**src/rtl/calu_pkg.sv**
```systemverilog
// Shared CALU definitions: opcode encodings, status-flag bit positions and a
// helper that spots a divide-by-zero result in a flag vector.
package calu_pkg;

  localparam int OPC_W  = 4;
  localparam int FLAG_W = 12;

  localparam logic [OPC_W-1:0] CADD  = 4'h0;
  localparam logic [OPC_W-1:0] CSUB  = 4'h1;
  localparam logic [OPC_W-1:0] CMUL  = 4'h2;
  localparam logic [OPC_W-1:0] CDIV  = 4'h3;
  localparam logic [OPC_W-1:0] CMAG  = 4'h4;
  localparam logic [OPC_W-1:0] CAND  = 4'h5;
  localparam logic [OPC_W-1:0] COR   = 4'h6;
  localparam logic [OPC_W-1:0] CNOT  = 4'h7;
  localparam logic [OPC_W-1:0] CXOR  = 4'h8;
  localparam logic [OPC_W-1:0] CXNOR = 4'h9;
  localparam logic [OPC_W-1:0] CNAND = 4'hA;
  localparam logic [OPC_W-1:0] CNOR  = 4'hB;
  localparam logic [OPC_W-1:0] CINC  = 4'hC;
  localparam logic [OPC_W-1:0] CDEC  = 4'hD;
  localparam logic [OPC_W-1:0] CSWAP = 4'hE;
  localparam logic [OPC_W-1:0] CCONJ = 4'hF;

  localparam int FLG_CR   = 11;
  localparam int FLG_CI   = 10;
  localparam int FLG_DVFR = 9;
  localparam int FLG_DVFI = 8;
  localparam int FLG_ZER  = 7;
  localparam int FLG_ZEI  = 6;
  localparam int FLG_ZR   = 5;
  localparam int FLG_ZI   = 4;
  localparam int FLG_OR   = 3;
  localparam int FLG_OI   = 2;
  localparam int FLG_NR   = 1;
  localparam int FLG_NI   = 0;

  function automatic logic dvz_hit(input logic [FLAG_W-1:0] flags);
    return flags[FLG_ZER] | flags[FLG_ZEI];
  endfunction

endpackage

```
**src/rtl/calu_status_acc.sv**
```systemverilog
// Status accumulator: sticky OR of pushed flags and a saturating count of
// divide-by-zero pushes. A clear on the same edge as a push keeps the push.
module calu_status_acc
  import calu_pkg::*;
#(
  parameter int CNT_W = 8
) (
  input  logic              clk,
  input  logic              rst_n,
  input  logic              push_i,
  input  logic              clr_i,
  input  logic [FLAG_W-1:0] flags_i,
  output logic [FLAG_W-1:0] sticky_o,
  output logic [CNT_W-1:0]  dvz_cnt_o
);

  logic [FLAG_W-1:0] sticky_q, sticky_d, sticky_base;
  logic [CNT_W-1:0]  dvz_q, dvz_d, dvz_base;

  always_comb begin
    sticky_base = clr_i ? '0 : sticky_q;
    dvz_base    = clr_i ? '0 : dvz_q;
    sticky_d    = sticky_base;
    dvz_d       = dvz_base;
    if (push_i) begin
      sticky_d = sticky_base | flags_i;
      if (dvz_hit(flags_i) && (dvz_base != {CNT_W{1'b1}}))
        dvz_d = dvz_base + CNT_W'(1);
    end
  end

  always_ff @(posedge clk or negedge rst_n) begin
    if (!rst_n) begin
      sticky_q <= '0;
      dvz_q    <= '0;
    end else begin
      sticky_q <= sticky_d;
      dvz_q    <= dvz_d;
    end
  end

  assign sticky_o  = sticky_q;
  assign dvz_cnt_o = dvz_q;

endmodule

```
**src/rtl/calu_result_fifo.sv**
```systemverilog
// First-word-fall-through result FIFO behind the CALU. Occupancy is tracked
// by an explicit count so full/empty never depend on pointer equality.
module calu_result_fifo #(
  parameter int DEPTH  = 4,
  parameter int DATA_W = 32,
  parameter int FLAG_W = calu_pkg::FLAG_W,
  parameter int CNT_W  = 8
) (
  input  logic                       clk,
  input  logic                       rst_n,
  input  logic                       in_valid,
  output logic                       in_ready,
  input  logic [3:0]                 in_opcode,
  input  logic [DATA_W-1:0]          in_z,
  input  logic [FLAG_W-1:0]          in_flags,
  output logic                       out_valid,
  input  logic                       out_ready,
  output logic [3:0]                 out_opcode,
  output logic [DATA_W-1:0]          out_z,
  output logic [FLAG_W-1:0]          out_flags,
  output logic [$clog2(DEPTH):0]     count,
  output logic [FLAG_W-1:0]          sticky_flags,
  input  logic                       sticky_clr,
  output logic [CNT_W-1:0]           dvz_count
);

  localparam int PTR_W  = $clog2(DEPTH);
  localparam int CNT_FW = PTR_W + 1;

  logic [3:0]        opc_q  [DEPTH];
  logic [DATA_W-1:0] z_q    [DEPTH];
  logic [FLAG_W-1:0] flg_q  [DEPTH];

  logic [PTR_W-1:0]  wr_ptr_q, wr_ptr_d, rd_ptr_q, rd_ptr_d;
  logic [CNT_FW-1:0] count_q, count_d;
  logic              full, empty, push, pop;

  assign full  = (count_q == CNT_FW'(DEPTH));
  assign empty = (count_q == '0);
  assign push  = in_valid && !full;
  assign pop   = out_ready && !empty;

  always_comb begin
    wr_ptr_d = push ? wr_ptr_q + PTR_W'(1) : wr_ptr_q;
    rd_ptr_d = pop  ? rd_ptr_q + PTR_W'(1) : rd_ptr_q;
    count_d  = count_q;
    if (push && !pop)
      count_d = count_q + CNT_FW'(1);
    else if (pop && !push)
      count_d = count_q - CNT_FW'(1);
  end

  always_ff @(posedge clk or negedge rst_n) begin
    if (!rst_n) begin
      wr_ptr_q <= '0;
      rd_ptr_q <= '0;
      count_q  <= '0;
      for (int i = 0; i < DEPTH; i++) begin
        opc_q[i] <= '0;
        z_q[i]   <= '0;
        flg_q[i] <= '0;
      end
    end else begin
      wr_ptr_q <= wr_ptr_d;
      rd_ptr_q <= rd_ptr_d;
      count_q  <= count_d;
      if (push) begin
        opc_q[wr_ptr_q] <= in_opcode;
        z_q[wr_ptr_q]   <= in_z;
        flg_q[wr_ptr_q] <= in_flags;
      end
    end
  end

  // Head is masked to zero while empty so stale entries never leak out.
  assign in_ready   = !full;
  assign out_valid  = !empty;
  assign out_opcode = empty ? '0 : opc_q[rd_ptr_q];
  assign out_z      = empty ? '0 : z_q[rd_ptr_q];
  assign out_flags  = empty ? '0 : flg_q[rd_ptr_q];
  assign count      = count_q;

  calu_status_acc #(
    .CNT_W (CNT_W)
  ) u_status_acc (
    .clk       (clk),
    .rst_n     (rst_n),
    .push_i    (push),
    .clr_i     (sticky_clr),
    .flags_i   (in_flags),
    .sticky_o  (sticky_flags),
    .dvz_cnt_o (dvz_count)
  );

endmodule

```
**config.mk**
```make
export PLATFORM = sky130hd
export DESIGN_NAME = calu_result_fifo
export DESIGN_NICKNAME = d
export VERILOG_FILES = /design/src/rtl/calu_pkg.sv /design/src/rtl/calu_status_acc.sv /design/src/rtl/calu_result_fifo.sv
export SDC_FILE = /design/constraint.sdc
export NUM_CORES = 1
export LEC_CHECK = 0
export ABC_CLOCK_PERIOD_IN_PS = 2500
export CAP_MARGIN = 20
export CORE_MARGIN = 2
export CORE_UTILIZATION = 56
export DETAILED_ROUTE_END_ITERATION = 8
export PLACE_DENSITY = 0.93
export SLEW_MARGIN = 15
export SYNTH_ARGS = -nofsm -noshare
export SYNTH_HDL_FRONTEND = slang
export SYNTH_HIERARCHICAL = 1
export SYNTH_SLANG_ARGS = --single-unit
```
**constraint.sdc**
```tcl
create_clock -name clk -period 2.5 [get_ports clk]
set_clock_uncertainty 0.15 [all_clocks]
set_input_delay 0.375 -clock clk [delete_from_list [all_inputs] [get_ports clk]]
set_output_delay 0.375 -clock clk [all_outputs]
set_load 0.05 [all_outputs]
```
**Word level (Yosys, flattened, before mapping)**

Cells that the tools add are included.

- Bits in registers: 219
- Input port bits: 53
- Output and inout port bits: 73
- Word-level logic and storage cells: 71

- Add/subtract/negate cells: 5
- $lt $le $gt $ge: 3
- Eq/ne operators: 2
- Multiplexer cells: 28
- Bitwise logic cells: 4
- Reduce and logical (&&, ||, !) cells: 12

Operator list:

| kind | count |
|---|---|
| $bwmux 128 | 1 |
| $mux 32 | 4 |
| $mux 12 | 6 |
| $bmux 32 s2 | 1 |
| $demux 32 s2 | 1 |
| $bwmux 48 | 1 |
| $bmux 12 s2 | 1 |
| $demux 12 s2 | 1 |
| $mux 8 | 3 |
| $bwmux 16 | 1 |
| $mux 4 | 4 |
| $or 12x12->12 | 1 |
| $add 8x1->8 const B | 1 |
| $bmux 4 s2 | 1 |
| $demux 4 s2 | 1 |
| $ne 8x8->1 const B | 1 |
| $ge 3x3->1 const B | 2 |
| $logic_and 1x1->1 | 6 |
| $mux 3 | 2 |
| $not 2->3 | 2 |
| $add 2x1->2 const B | 2 |
| $logic_not 1->1 | 4 |
| $add 3x1->3 const B | 1 |
| $eq 3x3->1 const B | 1 |
| other kinds (5) | 5 |

**Longest topological paths before layout**

Gate-level depths: netlist (run 1).

- Depth in word-level cells: 7
- Mapped depth: 9
- Mapped depth without buffers: 8

**Hierarchy**

The synthesis (run 1) kept the hierarchy.

Modules (own cells, without submodules):

| module | times used | cells each | area each (um^2) | sequential area each (um^2) |
|---|---|---|---|---|
| calu_result_fifo | 1 | 556 | 9017.4 | 4979.8 |
| calu_status_acc | 1 | 96 | 905.9 | 500.5 |

**Least setup slack after synthesis (run 1)**

No wires, ideal clock.

- Path type: reg2out
- Start: register count_q[0], in the netlist count[0]
- End: output port out_z[10]
- Arrival time: 2.199 ns
- Required time: 1.975 ns
- Slack: -0.224 ns
- Cell stages (with the launch flop): 5
- Buffers on the path: 2
- Path through: dfrtp_1 or3_1 clkbuf_1 clkbuf_1 and2_1

- Cells in the longest elaborated chain, start to end: 2

RTL lines:

| what | line | RTL |
|---|---|---|
| from (decl) | calu_result_fifo.sv:35 | `logic [CNT_FW-1:0] count_q, count_d;` |
| from (signal assigned) | calu_result_fifo.sv:66 | `count_q <= count_d;` |
| $logic_not 3->1 | calu_result_fifo.sv:39 | `assign empty = (count_q == '0);` |
| $mux 32 | calu_result_fifo.sv:79 | `assign out_z = empty ? '0 : z_q[rd_ptr_q];` |
| to (decl) | calu_result_fifo.sv:19 | `output logic [DATA_W-1:0] out_z,` |

Every way passes these cells.

**Final worst setup path (run 1)**

- Start: register rd_ptr_q[0]
- End: output port out_opcode[1]

- Cells in the longest elaborated chain, start to end: 5

RTL lines:

| what | line | RTL |
|---|---|---|
| from (decl) | calu_result_fifo.sv:34 | `logic [PTR_W-1:0] wr_ptr_q, wr_ptr_d, rd_ptr_q, rd_ptr_d;` |
| from (signal assigned) | calu_result_fifo.sv:65 | `rd_ptr_q <= rd_ptr_d;` |
| $not 2->3 (implied by the code) | calu_result_fifo.sv:78 | `assign out_opcode = empty ? '0 : opc_q[rd_ptr_q];` |
| $bmux 4 s2 | calu_result_fifo.sv:78 |  |
| $mux 4 (implied by the code) (2 in a row) | calu_result_fifo.sv:78 |  |
| $mux 4 | calu_result_fifo.sv:78 |  |
| to (decl) | calu_result_fifo.sv:18 | `output logic [3:0] out_opcode,` |

Every way passes these cells. The select of a mux whose other input is x is not followed.

==> results.md, run 1 <==
- CTS tree: done
- DR DRC count: 0
- Post-Synthesis Cells: 652
- Post-Layout Inst Area: 0.0127 mm²
- Total area of sequential cells: 0.00549 mm²
- Initial Utilization: 57.4%
- Yosys cell types: 36
- Core footprint: 0.0173 mm²
- Slew @ Worst Pin: 0.577 ns
- CTS sink count: 219
- Drt first pass iters: 4
- Top Ports: 126
- Outcome: finished, violations left
- Area of the multi-input gates: 0.00427 mm²
- Mapped Nets: 711
- DRT iter0 DRCs: 295
- Filler instances: 1002
- Max frequency: 0.377 GHz
- Synth warnings: 6
- First-pass GRT wire length: 36.2 mm
- Post-DP Area: 0.0115 mm²
- Unrepaired setup endpoints after global routing: true
- CP cell instances: buf_12 -> buf_16 -> mux4_2 -> and2_4 -> buf_6
- PnR worst setup slack: -0.151 ns
- Worst Path Buf+Inv: 3
- Failing checks: setup timing
- Total Routed Length: 22.7 mm
- Worst path top cell family by delay: multiplexers
- Rel. slew slack: 61.5%
- Tightest Hold Check Type: primary input to asynchronous set/reset pin
- Reg clk slew, reported paths: 0.06 ns
- I/O Buffers: 125
- GR Overflow Total: 0
- Yosys reg bits: 219
- Die Y-Extent: 137 µm
- Placer Congestion: 0.859
- Site Rows: 48
- Vias: 6138
- Slew Viols, Final: 0
- Post-DRT Antenna Nets: 0
- Vias/cell: 5.92
- Share of layout cells above drive strength 1: 52.2%
- Final setup vio count: 48
- Worst Path Max Fanout: 8
- Critical Path Start Type: register
- CP required: 1.98 ns
- Die width: 137 µm
- Final Cycle Share: 106%
- Synthesized area: 0.00992 mm²
- Max stage delay on crit path: 0.51 ns
- Syn Area/Cell: 15.2 µm²
- Fin nets: 855
- Crit end category: output pin
- Final critical-path required period: 2.65 ns
- Antenna Cells: 0
- WL/cell: 21.9 µm
- Vias in the first global route: 6761
- Overall routing resource usage: 25.1%
- Sequential cell area fraction in the yosys report: 55.2%
- WS Path Type: register to output pin
- Pin count of the biggest net entering global routing: 71
- Initial antenna violation count: 0
- Max_cap viols: 0
- CTS root buf: clkbuf_16
- Htree depth: 1
- DP HPWL: 14.1 mm
- Final hold vios: 0
- P&R area growth vs syn: 28.1%
- Slowest CP cell: mux4_2
- Die Area: 0.0188 mm²
- Worst EP arrival: 2.13 ns
- Total CTS buffers: 23
- Clk buf depth: 3
- Placed Cells: 987
- Worst-skew pair later-pin latency: 0.51 ns
- Final std cells w/o fill: 1037
==> placed cells by master, fill, tap and decap left out, types with 2 or more instances in the layout <==
cell type | Yosys | routed
buf_6 | 12 | 49
nor2_1 | 9 | 5
mux2_2 | 194 | 194
bufinv_16 | 0 | 2
xor2_1 | 2 | 2
clkdlybuf4s50_1 | 0 | 74
nand3_1 | 3 | 3
nor3_1 | 3 | 3
buf_12 | 0 | 14
ha_1 | 5 | 5
dfrtp_1 | 219 | 217
nor2_4 | 0 | 4
and2_4 | 0 | 48
clkbuf_16 | 0 | 23
a31oi_1 | 3 | 3
clkbuf_1 | 10 | 3
a211oi_1 | 2 | 2
clkinv_2 | 0 | 6
buf_4 | 0 | 13
buf_16 | 0 | 4
o21ai_0 | 13 | 13
nor2b_1 | 4 | 4
mux4_2 | 48 | 48
and3_1 | 2 | 2
clkbuf_8 | 0 | 6
inv_1 | 16 | 16
nand2_1 | 20 | 20
xnor2_1 | 5 | 5
buf_8 | 0 | 2
==> Yosys cell counts, drive strengths merged <==
library cell / number / share of area, %
a31oi: 3 / 0.19
buf: 30 / 2.2
and2: 49 / 3.1
nor2: 9 / 0.34
or3: 1 / 0.063
o21a: 1 / 0.076
mux4: 48 / 11
dfrtp: 219 / 55
nor3b: 2 / 0.26
o21ai: 13 / 0.66
a211oi: 2 / 0.15
ha: 5 / 0.63
clkbuf: 10 / 0.38
nor2b: 4 / 0.25
nand2: 21 / 0.82
or2b: 1 / 0.076
o22ai: 1 / 0.063
a21oi: 2 / 0.14
a41oi: 1 / 0.088
mux2: 195 / 22
a21o: 1 / 0.088
nor3: 4 / 0.32
nor4b: 1 / 0.088
fa: 1 / 0.20
xor2: 2 / 0.18
inv: 16 / 0.61
nand3: 3 / 0.15
and3: 2 / 0.13
xnor2: 5 / 0.44
==> layer usage <==
layer	vias up	wire length (µm)	global-route usage (%)
met5	-	0	0
met4	0	623	7.79
met3	47	866	3.26
met2	191	11900	44.7
met1	3271	9330	32.2
li1	2629	-	-
==> worst reg2reg max path: stages, from the launching register on <==
cell and delay [ns]:
dfrtp_1 0.39, or3_2 0.54, nand2_1 0.15, ha_1 0.20
inv_1 0.08, fa_1 0.40, xor2_1 0.16, nor2_1 0.11
xor2_1 0.16
==> through the flow <==
step                worst slack [ns]  hold slack, ns  TNS, ns  util [%]
floorplan                     0.0104         -0.0706        0         -
global placement               0.189           0.260        0      66.3
detailed placement            0.0613           0.268        0      66.3
CTS                           -0.151           0.304    -5.58      73.8
global route                  -0.193           0.329    -7.08      73.5
finish                        -0.151           0.274    -4.65      73.5
==> area by class of cell <==
type                       instances  area share (%)
clock buffer                      31            5.16
clock inverter                    10           0.905
inverter                          16           0.472
multi-input combinational        377            33.6
sequential                       219            43.1
tap                              225            2.21
timing repair buffer             159            14.5
==> sequential cells by signal (all words and copies together) (netlist names) <==
name / cells
count: 3
flg_q: 48
opc_q: 16
rd_ptr_q: 2
u_status_acc/dvz_cnt_o: 8
u_status_acc/sticky_o: 12
wr_ptr_q: 2
z_q: 128
==> cell families (layout without fill, tap and decap cells) <==
| group | count (synthesis) | after routing | synth area share, % |
|---|---|---|---|
| and+or+nand+nor | 97 | 97 | 5.59 |
| adders and majority gates | 6 | 6 | 0.832 |
| DFF | 219 | 219 | 55.2 |
| buffers and inverters | 56 | 216 | 3.23 |
| muxes | 243 | 243 | 33.1 |
| xor gates and xnor gates | 7 | 7 | 0.618 |
| AOI/OAI and AO/OA | 24 | 24 | 1.45 |
==> final timing paths <==
path / from / to / slack, ns / depth (start not counted)
setup / recovery: rd_ptr_q[0]$_DFFE_PN0P_ / out_opcode[1] / -0.15 / 5
hold / removal: rst_n / z_q[99]$_DFFE_PN0P_ / 0.27 / 2
setup reg to reg: count[1]$_DFFE_PN0P_ / count[2]$_DFFE_PN0P_ / 0.08 / 8
hold reg to reg: flg_q[15]$_DFFE_PN0P_ / flg_q[15]$_DFFE_PN0P_ / 0.35 / 1
max in group asynchronous: rst_n / z_q[126]$_DFFE_PN0P_ / 1.18 / 3
min in group clk: flg_q[15]$_DFFE_PN0P_ / flg_q[15]$_DFFE_PN0P_ / 0.35 / 1
==> what timing repair did <==
item                                   4_1_cts  5_1_grt
endpoints found under the hold margin       64        0
gates cloned                                 5        0
pin swaps                                    0        0
hold buffers                                 1        0
setup endpoints to repair                   50       48
gates resized for setup                    111        0
setup buffers                                5        0
Power of run 1 is left out: the tool's default activity adds up to more than one toggle a clock period on the data nets, which glitch-free logic cannot reach.
==> run 2, diff against run 1 <==
Settings changed: CORE_UTILIZATION 56 to 50, PLACE_DENSITY 0.93 to 0.85.
==> results.md, run 2 (synthesized netlist as in run 1, its figures left out) <==
- CP cell instances: buf_12 -> buf_16 -> mux4_2 -> and2_4 -> buf_12 (was buf_12 -> buf_16 -> mux4_2 -> and2_4 -> buf_6)
- Top Ports: 126 (unchanged)
- Clk buf depth: 3 (unchanged)
- Placer Congestion: 0.781 (was 0.859)
- DRT iter0 DRCs: 203 (was 295)
- Antenna Cells: 0 (unchanged)
- Vias in the first global route: 6481 (was 6761)
- Site Rows: 51 (was 48)
- Biggest register: z_q (unchanged)
- Die width: 145 µm (was 137 µm)
- Core footprint: 0.0195 mm² (was 0.0173 mm²)
- DR DRC count: 0 (unchanged)
- Vias: 5922 (was 6138)
- P&R area growth vs syn: 31.4% (was 28.1%)
- Total Routed Length: 21.8 mm (was 22.7 mm)
- Final critical-path required period: 2.64 ns (was 2.65 ns)
- Worst Path Buf+Inv: 3 (unchanged)
- Unrepaired setup endpoints after global routing: true (unchanged)
- Final Cycle Share: 106% (about the same)
- I/O Buffers: 125 (unchanged)
- Area of the multi-input gates: 0.00428 mm² (was 0.00427 mm²)
- Worst Path Max Fanout: 9 (was 8)
- Final hold vios: 0 (unchanged)
- Rel. slew slack: 60.0% (was 61.5%)
- Fin nets: 851 (was 855)
- Reg clk slew, reported paths: 0.06 ns (about the same)
- Worst EP arrival: 2.11 ns (was 2.13 ns)
- Post-Layout Inst Area: 0.0130 mm² (was 0.0127 mm²)
- Slew Viols, Final: 0 (unchanged)
- Drt first pass iters: 4 (unchanged)
- Filler instances: 1293 (was 1002)
- Worst-skew pair later-pin latency: 0.50 ns (was 0.51 ns)
- Slew @ Worst Pin: 0.599 ns (was 0.577 ns)
- Crit end category: output pin (unchanged)
- Die Y-Extent: 145 µm (was 137 µm)
- Total area of sequential cells: 0.00549 mm² (unchanged)
- DP HPWL: 13.5 mm (was 14.1 mm)
- WS Path Type: register to output pin (unchanged)
- WL/cell: 20.3 µm (was 21.9 µm)
- Share of layout cells above drive strength 1: 50.9% (was 52.2%)
- Post-DRT Antenna Nets: 0 (unchanged)
- Commonest non-fill, non-tap cell in the layout: dfrtp_1 (unchanged)
- Max stage delay on crit path: 0.52 ns (was 0.51 ns)
- Pin count of the biggest net entering global routing: 69 (was 71)
- CTS root buf: clkbuf_16 (unchanged)
- First-pass GRT wire length: 34.9 mm (was 36.2 mm)
- CP required: 1.98 ns (about the same)
- Initial Utilization: 51.0% (was 57.4%)
- Worst path top cell family by delay: multiplexers (unchanged)
- Final TNS setup: -3.53 ns (was -4.65 ns)
- CTS tree: done (unchanged)
- Outcome: finished, violations left (unchanged)
- Final setup vio count: 48 (unchanged)
- PnR worst setup slack: -0.138 ns (was -0.151 ns)
- Die Area: 0.0210 mm² (was 0.0188 mm²)
- Total CTS buffers: 24 (was 23)
- Overall routing resource usage: 21.5% (was 25.1%)
- Max_cap viols: 0 (unchanged)
- Vias/cell: 5.52 (was 5.92)
- Top Registers: z_q: 128 flops, flg_q: 48 flops, opc_q: 16 flops (unchanged)
- Max frequency: 0.379 GHz (was 0.377 GHz)
- Max reg flops: 128 (unchanged)
- GR Overflow Total: 0 (unchanged)
- CTS sink count: 219 (unchanged)
- Failing checks: setup timing (unchanged)
- Post-layout util: 67.0% (was 73.5%)
- Htree depth: 1 (unchanged)
- Critical Path Start Type: register (unchanged)
- Initial antenna violation count: 0 (unchanged)
- Crit-path most repeated cell: buf_12
- Post-DP Area: 0.0121 mm² (was 0.0115 mm²)
- Tightest Hold Check Type: primary input to asynchronous set/reset pin (unchanged)
- Most frequent cells in the layout: dfrtp_1, mux2_2, clkdlybuf4s50_1 (unchanged)
- Slowest CP cell: mux4_2 (unchanged)
## run 2: layer usage
metal,share of wire (%),vias to the layer above,global-route usage [%],routed length [µm]
met4,1.5,0,5.72,323
met1,42,3141,27.9,9050
li1,-,2619,-,-
met5,0,-,0,0
met3,3.9,24,3.19,859
met2,53,138,38.0,11600
## run 2: cell type report
class | count | area share, %
inverter | 16 | 0.461
clock inverter | 3 | 0.182
timing repair buffer | 154 | 16.6
multi-input combinational | 377 | 32.8
clock buffer | 39 | 5.36
sequential | 219 | 42.1
tap | 265 | 2.54
## run 2: worst paths after layout
kind | endpoint | slack, ns | from | cells past startpoint
hold / removal | z_q[14]$_DFFE_PN0P_ | 0.31 | rst_n | 2
hold reg to reg | flg_q[15]$_DFFE_PN0P_ | 0.35 | flg_q[15]$_DFFE_PN0P_ | 1
max in group asynchronous | flg_q[14]$_DFFE_PN0P_ | 1.24 | rst_n | 3
min in group clk | flg_q[15]$_DFFE_PN0P_ | 0.35 | flg_q[15]$_DFFE_PN0P_ | 1
setup / recovery | out_z[10] | -0.14 | rd_ptr_q[0]$_DFFE_PN0P_ | 5
setup reg to reg | count[2]$_DFFE_PN0P_ | 0.26 | count[1]$_DFFE_PN0P_ | 8
## run 2: stage by stage
| stage | hold slack, ns | setup slack (ns) | std cells |
|---|---|---|---|
| finish | 0.306 | -0.138 | 1073 |
| global route | 0.354 | -0.185 | 1073 |
| CTS | 0.312 | -0.140 | 1073 |
| detailed placement | 0.285 | 0.0959 | 1027 |
| global placement | 0.278 | 0.187 | 1027 |
| floorplan | -0.0706 | 0.0104 | 652 |
## run 2: repair_timing
action | in CTS | in global routing
buffers inserted | 1 | 0
gates cloned | 2 | 0
hold endpoints to repair | 64 | 0
resized for setup | 52 | 0
endpoints found under the setup margin | 49 | 48
hold buffers | 1 | 0
## run 2: worst reg2reg max path, stage by stage, from the launching register on
cell     delay (ns)
dfrtp_1        0.37
or3_1          0.43
nand2_1        0.14
ha_1           0.20
inv_1          0.06
fa_1           0.37
xor2_1         0.16
nor2_1         0.12
xor2_1         0.16
Power of run 2 is left out for the same reason.
==> run 3, diff against run 2 <==
Settings changed: CAP_MARGIN 20 to 25, CORE_UTILIZATION 50 to 35, PLACE_DENSITY 0.85 to 0.67.
==> results.md, run 3 (synthesized netlist as in run 1, its figures left out) <==
- Reg clk slew, reported paths: 0.06 ns (about the same)
- Max_cap viols: 0 (unchanged)
- Critical Path End: out_z[14] (was out_z[10])
- FF-to-FF path depth: 8 (unchanged)
- Max reg flops: 128 (unchanged)
- Failing checks: setup timing (unchanged)
- P&R area growth vs syn: 30.9% (was 31.4%)
- WL/cell: 18.3 µm (was 20.3 µm)
- Most frequent cells in the layout: dfrtp_1, mux2_2, clkdlybuf4s50_1 (unchanged)
- DRT iter0 DRCs: 205 (was 203)
- CTS root buf: clkbuf_16 (unchanged)
- Worst EP arrival: 2.14 ns (was 2.11 ns)
- DP HPWL: 13.2 mm (was 13.5 mm)
- I/O Buffers: 125 (unchanged)
- Initial antenna violation count: 0 (unchanged)
- Met1 Use GR: 20.6% (was 27.9%)
- Drt first pass iters: 4 (unchanged)
- Placer Congestion: 0.718 (was 0.781)
- Core footprint: 0.0279 mm² (was 0.0195 mm²)
- Post-DRT Antenna Nets: 0 (unchanged)
- Tightest Hold Check Type: primary input to asynchronous set/reset pin (unchanged)
- Critical Path Start Type: register (unchanged)
- Site Rows: 61 (was 51)
- Final hold vios: 0 (unchanged)
- Slew @ Worst Pin: 0.543 ns (was 0.599 ns)
- Final setup vio count: 48 (unchanged)
- CP cell instances: buf_12 -> clkbuf_16 -> mux4_2 -> and2_4 -> buf_6 (was buf_12 -> buf_16 -> mux4_2 -> and2_4 -> buf_12)
- Reg2reg start: count[1]$_DFFE_PN0P_ (unchanged)
- Crit end category: output pin (unchanged)
- Clk buf depth: 3 (unchanged)
- Die Area: 0.0297 mm² (was 0.0210 mm²)
- Vias in the first global route: 6253 (was 6481)
- Max stage delay on crit path: 0.51 ns (was 0.52 ns)
- Max frequency: 0.376 GHz (was 0.379 GHz)
- GR Overflow Total: 0 (unchanged)
- CTS sink count: 219 (unchanged)
- First-pass GRT wire length: 35.0 mm (was 34.9 mm)
- CTS tree: done (unchanged)
- Pin count of the biggest net entering global routing: 53 (was 69)
- Share of layout cells above drive strength 1: 51.8% (was 50.9%)
- Worst Path Max Fanout: 6 (was 9)
- Rel. slew slack: 63.7% (was 60.0%)
- Vias: 5849 (was 5922)
- Reg2Reg Setup Slack: 0.28 ns (was 0.26 ns)
- Worst Path Buf+Inv: 3 (unchanged)
- Die width: 172 µm (was 145 µm)
- Total Routed Length: 21.9 mm (was 21.8 mm)
- Number of cells on the critical path: 5 (unchanged)
- Final TNS setup: -5.09 ns (was -3.53 ns)
- R2r endpoint: count[2]$_DFFE_PN0P_ (unchanged)
- Worst-skew pair later-pin latency: 0.51 ns (was 0.50 ns)
- Worst path top cell family by delay: multiplexers (unchanged)
- Die Y-Extent: 172 µm (was 145 µm)
- WS Path Type: register to output pin (unchanged)
- Grt met3 use: 2.54% (was 3.19%)
- Slew Viols, Final: 0 (unchanged)
- Commonest non-fill, non-tap cell in the layout: dfrtp_1 (unchanged)
- CP Launch Point: rd_ptr_q[0]$_DFFE_PN0P_ (unchanged)
- Final critical-path required period: 2.66 ns (was 2.64 ns)
- GRT busiest layer: met2 (unchanged)
- Top Registers: z_q: 128 flops, flg_q: 48 flops, opc_q: 16 flops (unchanged)
- Biggest register: z_q (unchanged)
- Slowest CP cell: mux4_2 (unchanged)
- Htree depth: 1 (unchanged)
- CP required: 1.98 ns (about the same)
- DR DRC count: 0 (unchanged)
- Fin nets: 858 (was 851)
- Outcome: finished, violations left (unchanged)
- Vias/cell: 4.89 (was 5.52)
- GR Util met2: 25.2% (was 38.0%)
- Unrepaired setup endpoints after global routing: true (unchanged)
- Total CTS buffers: 25 (was 24)
- PnR worst setup slack: -0.162 ns (was -0.138 ns)
- Initial Utilization: 35.6% (was 51.0%)
- Top Ports: 126 (unchanged)
- Final Cycle Share: 106% (about the same)
- Overall routing resource usage: 15.1% (was 21.5%)
- Antenna Cells: 0 (unchanged)
==> run 3: cell types whose count changed in the layout (fill, tap and decap cells not counted), moves of 2 or more <==
cell       previous run  this run
buf_12               60        11
buf_16                3         5
buf_4                14        16
buf_6                 0        41
buf_8                 0        10
bufinv_16             0         2
clkbuf_1             12         9
clkinv_2              1         3
==> run 3: worst reg2reg max path: stages (launching register included) <==
cell,delay (ns)
dfrtp_1,0.38
or3_4,0.44
nand2_1,0.13
ha_1,0.19
inv_1,0.06
fa_1,0.37
xor2_1,0.15
nor2_1,0.11
xor2_1,0.15
==> run 3: metal layers <==
layer	share of wire, %	vias up	wire length [µm]
met4	2.1	0	467
met3	3.9	30	856
li1	-	2656	-
met5	0	-	0
met2	49	113	10700
met1	45	3050	9850
==> run 3: area by class of cell <==
class / count / area [µm²]
fillers: 2437 / 14900
flip-flops and latches: 219 / 5490
multi-input cells: 377 / 4280
repair buffers: 160 / 1870
clock buffers: 38 / 714
well taps: 378 / 473
clock inverters: 8 / 100
inverters: 16 / 60.1
==> run 3: metrics by stage <==
| step | hold slack, ns | cell area (µm²) | utilization (%) | cells | setup slack (ns) |
|---|---|---|---|---|---|
| floorplan | -0.0706 | 9920 | - | 652 | 0.0104 |
| global placement | 0.157 | 11600 | 41.7 | 1138 | 0.0929 |
| detailed placement | 0.154 | 11600 | 41.7 | 1138 | 0.0649 |
| CTS | 0.197 | 12900 | 46.3 | 1195 | -0.193 |
| global route | 0.230 | 13000 | 46.6 | 1196 | -0.219 |
| finish | 0.199 | 13000 | 46.6 | 1196 | -0.162 |
==> run 3: how the worst min path moves through the flow <==
| stage | startpoint | endpoint | slack [ns] | cells after the start |
|---|---|---|---|---|
| 2_1_floorplan | rst_n | count[0]$_DFFE_PN0P_ | -0.07 | 0 |
| 3_3_place_gp | rst_n | u_status_acc/sticky_o[2]$_DFF_PN0_ | 0.16 | 1 |
| 3_5_place_dp | rst_n | u_status_acc/sticky_o[2]$_DFF_PN0_ | 0.15 | 1 |
| 4_1_cts | rst_n | u_status_acc/sticky_o[2]$_DFF_PN0_ | 0.20 | 2 |
| 5_1_grt | rst_n | u_status_acc/sticky_o[2]$_DFF_PN0_ | 0.23 | 2 |
| 6_report | rst_n | u_status_acc/sticky_o[2]$_DFF_PN0_ | 0.20 | 2 |
==> run 3: timing repair <==
action	in CTS	in global routing
hold buffers	1	0
resized for setup	103	15
gates cloned	3	1
endpoints found under the hold margin	128	0
endpoints found under the setup margin	50	48
buffers inserted	7	1
pin swaps	3	6
Power of run 3 is left out for the same reason.
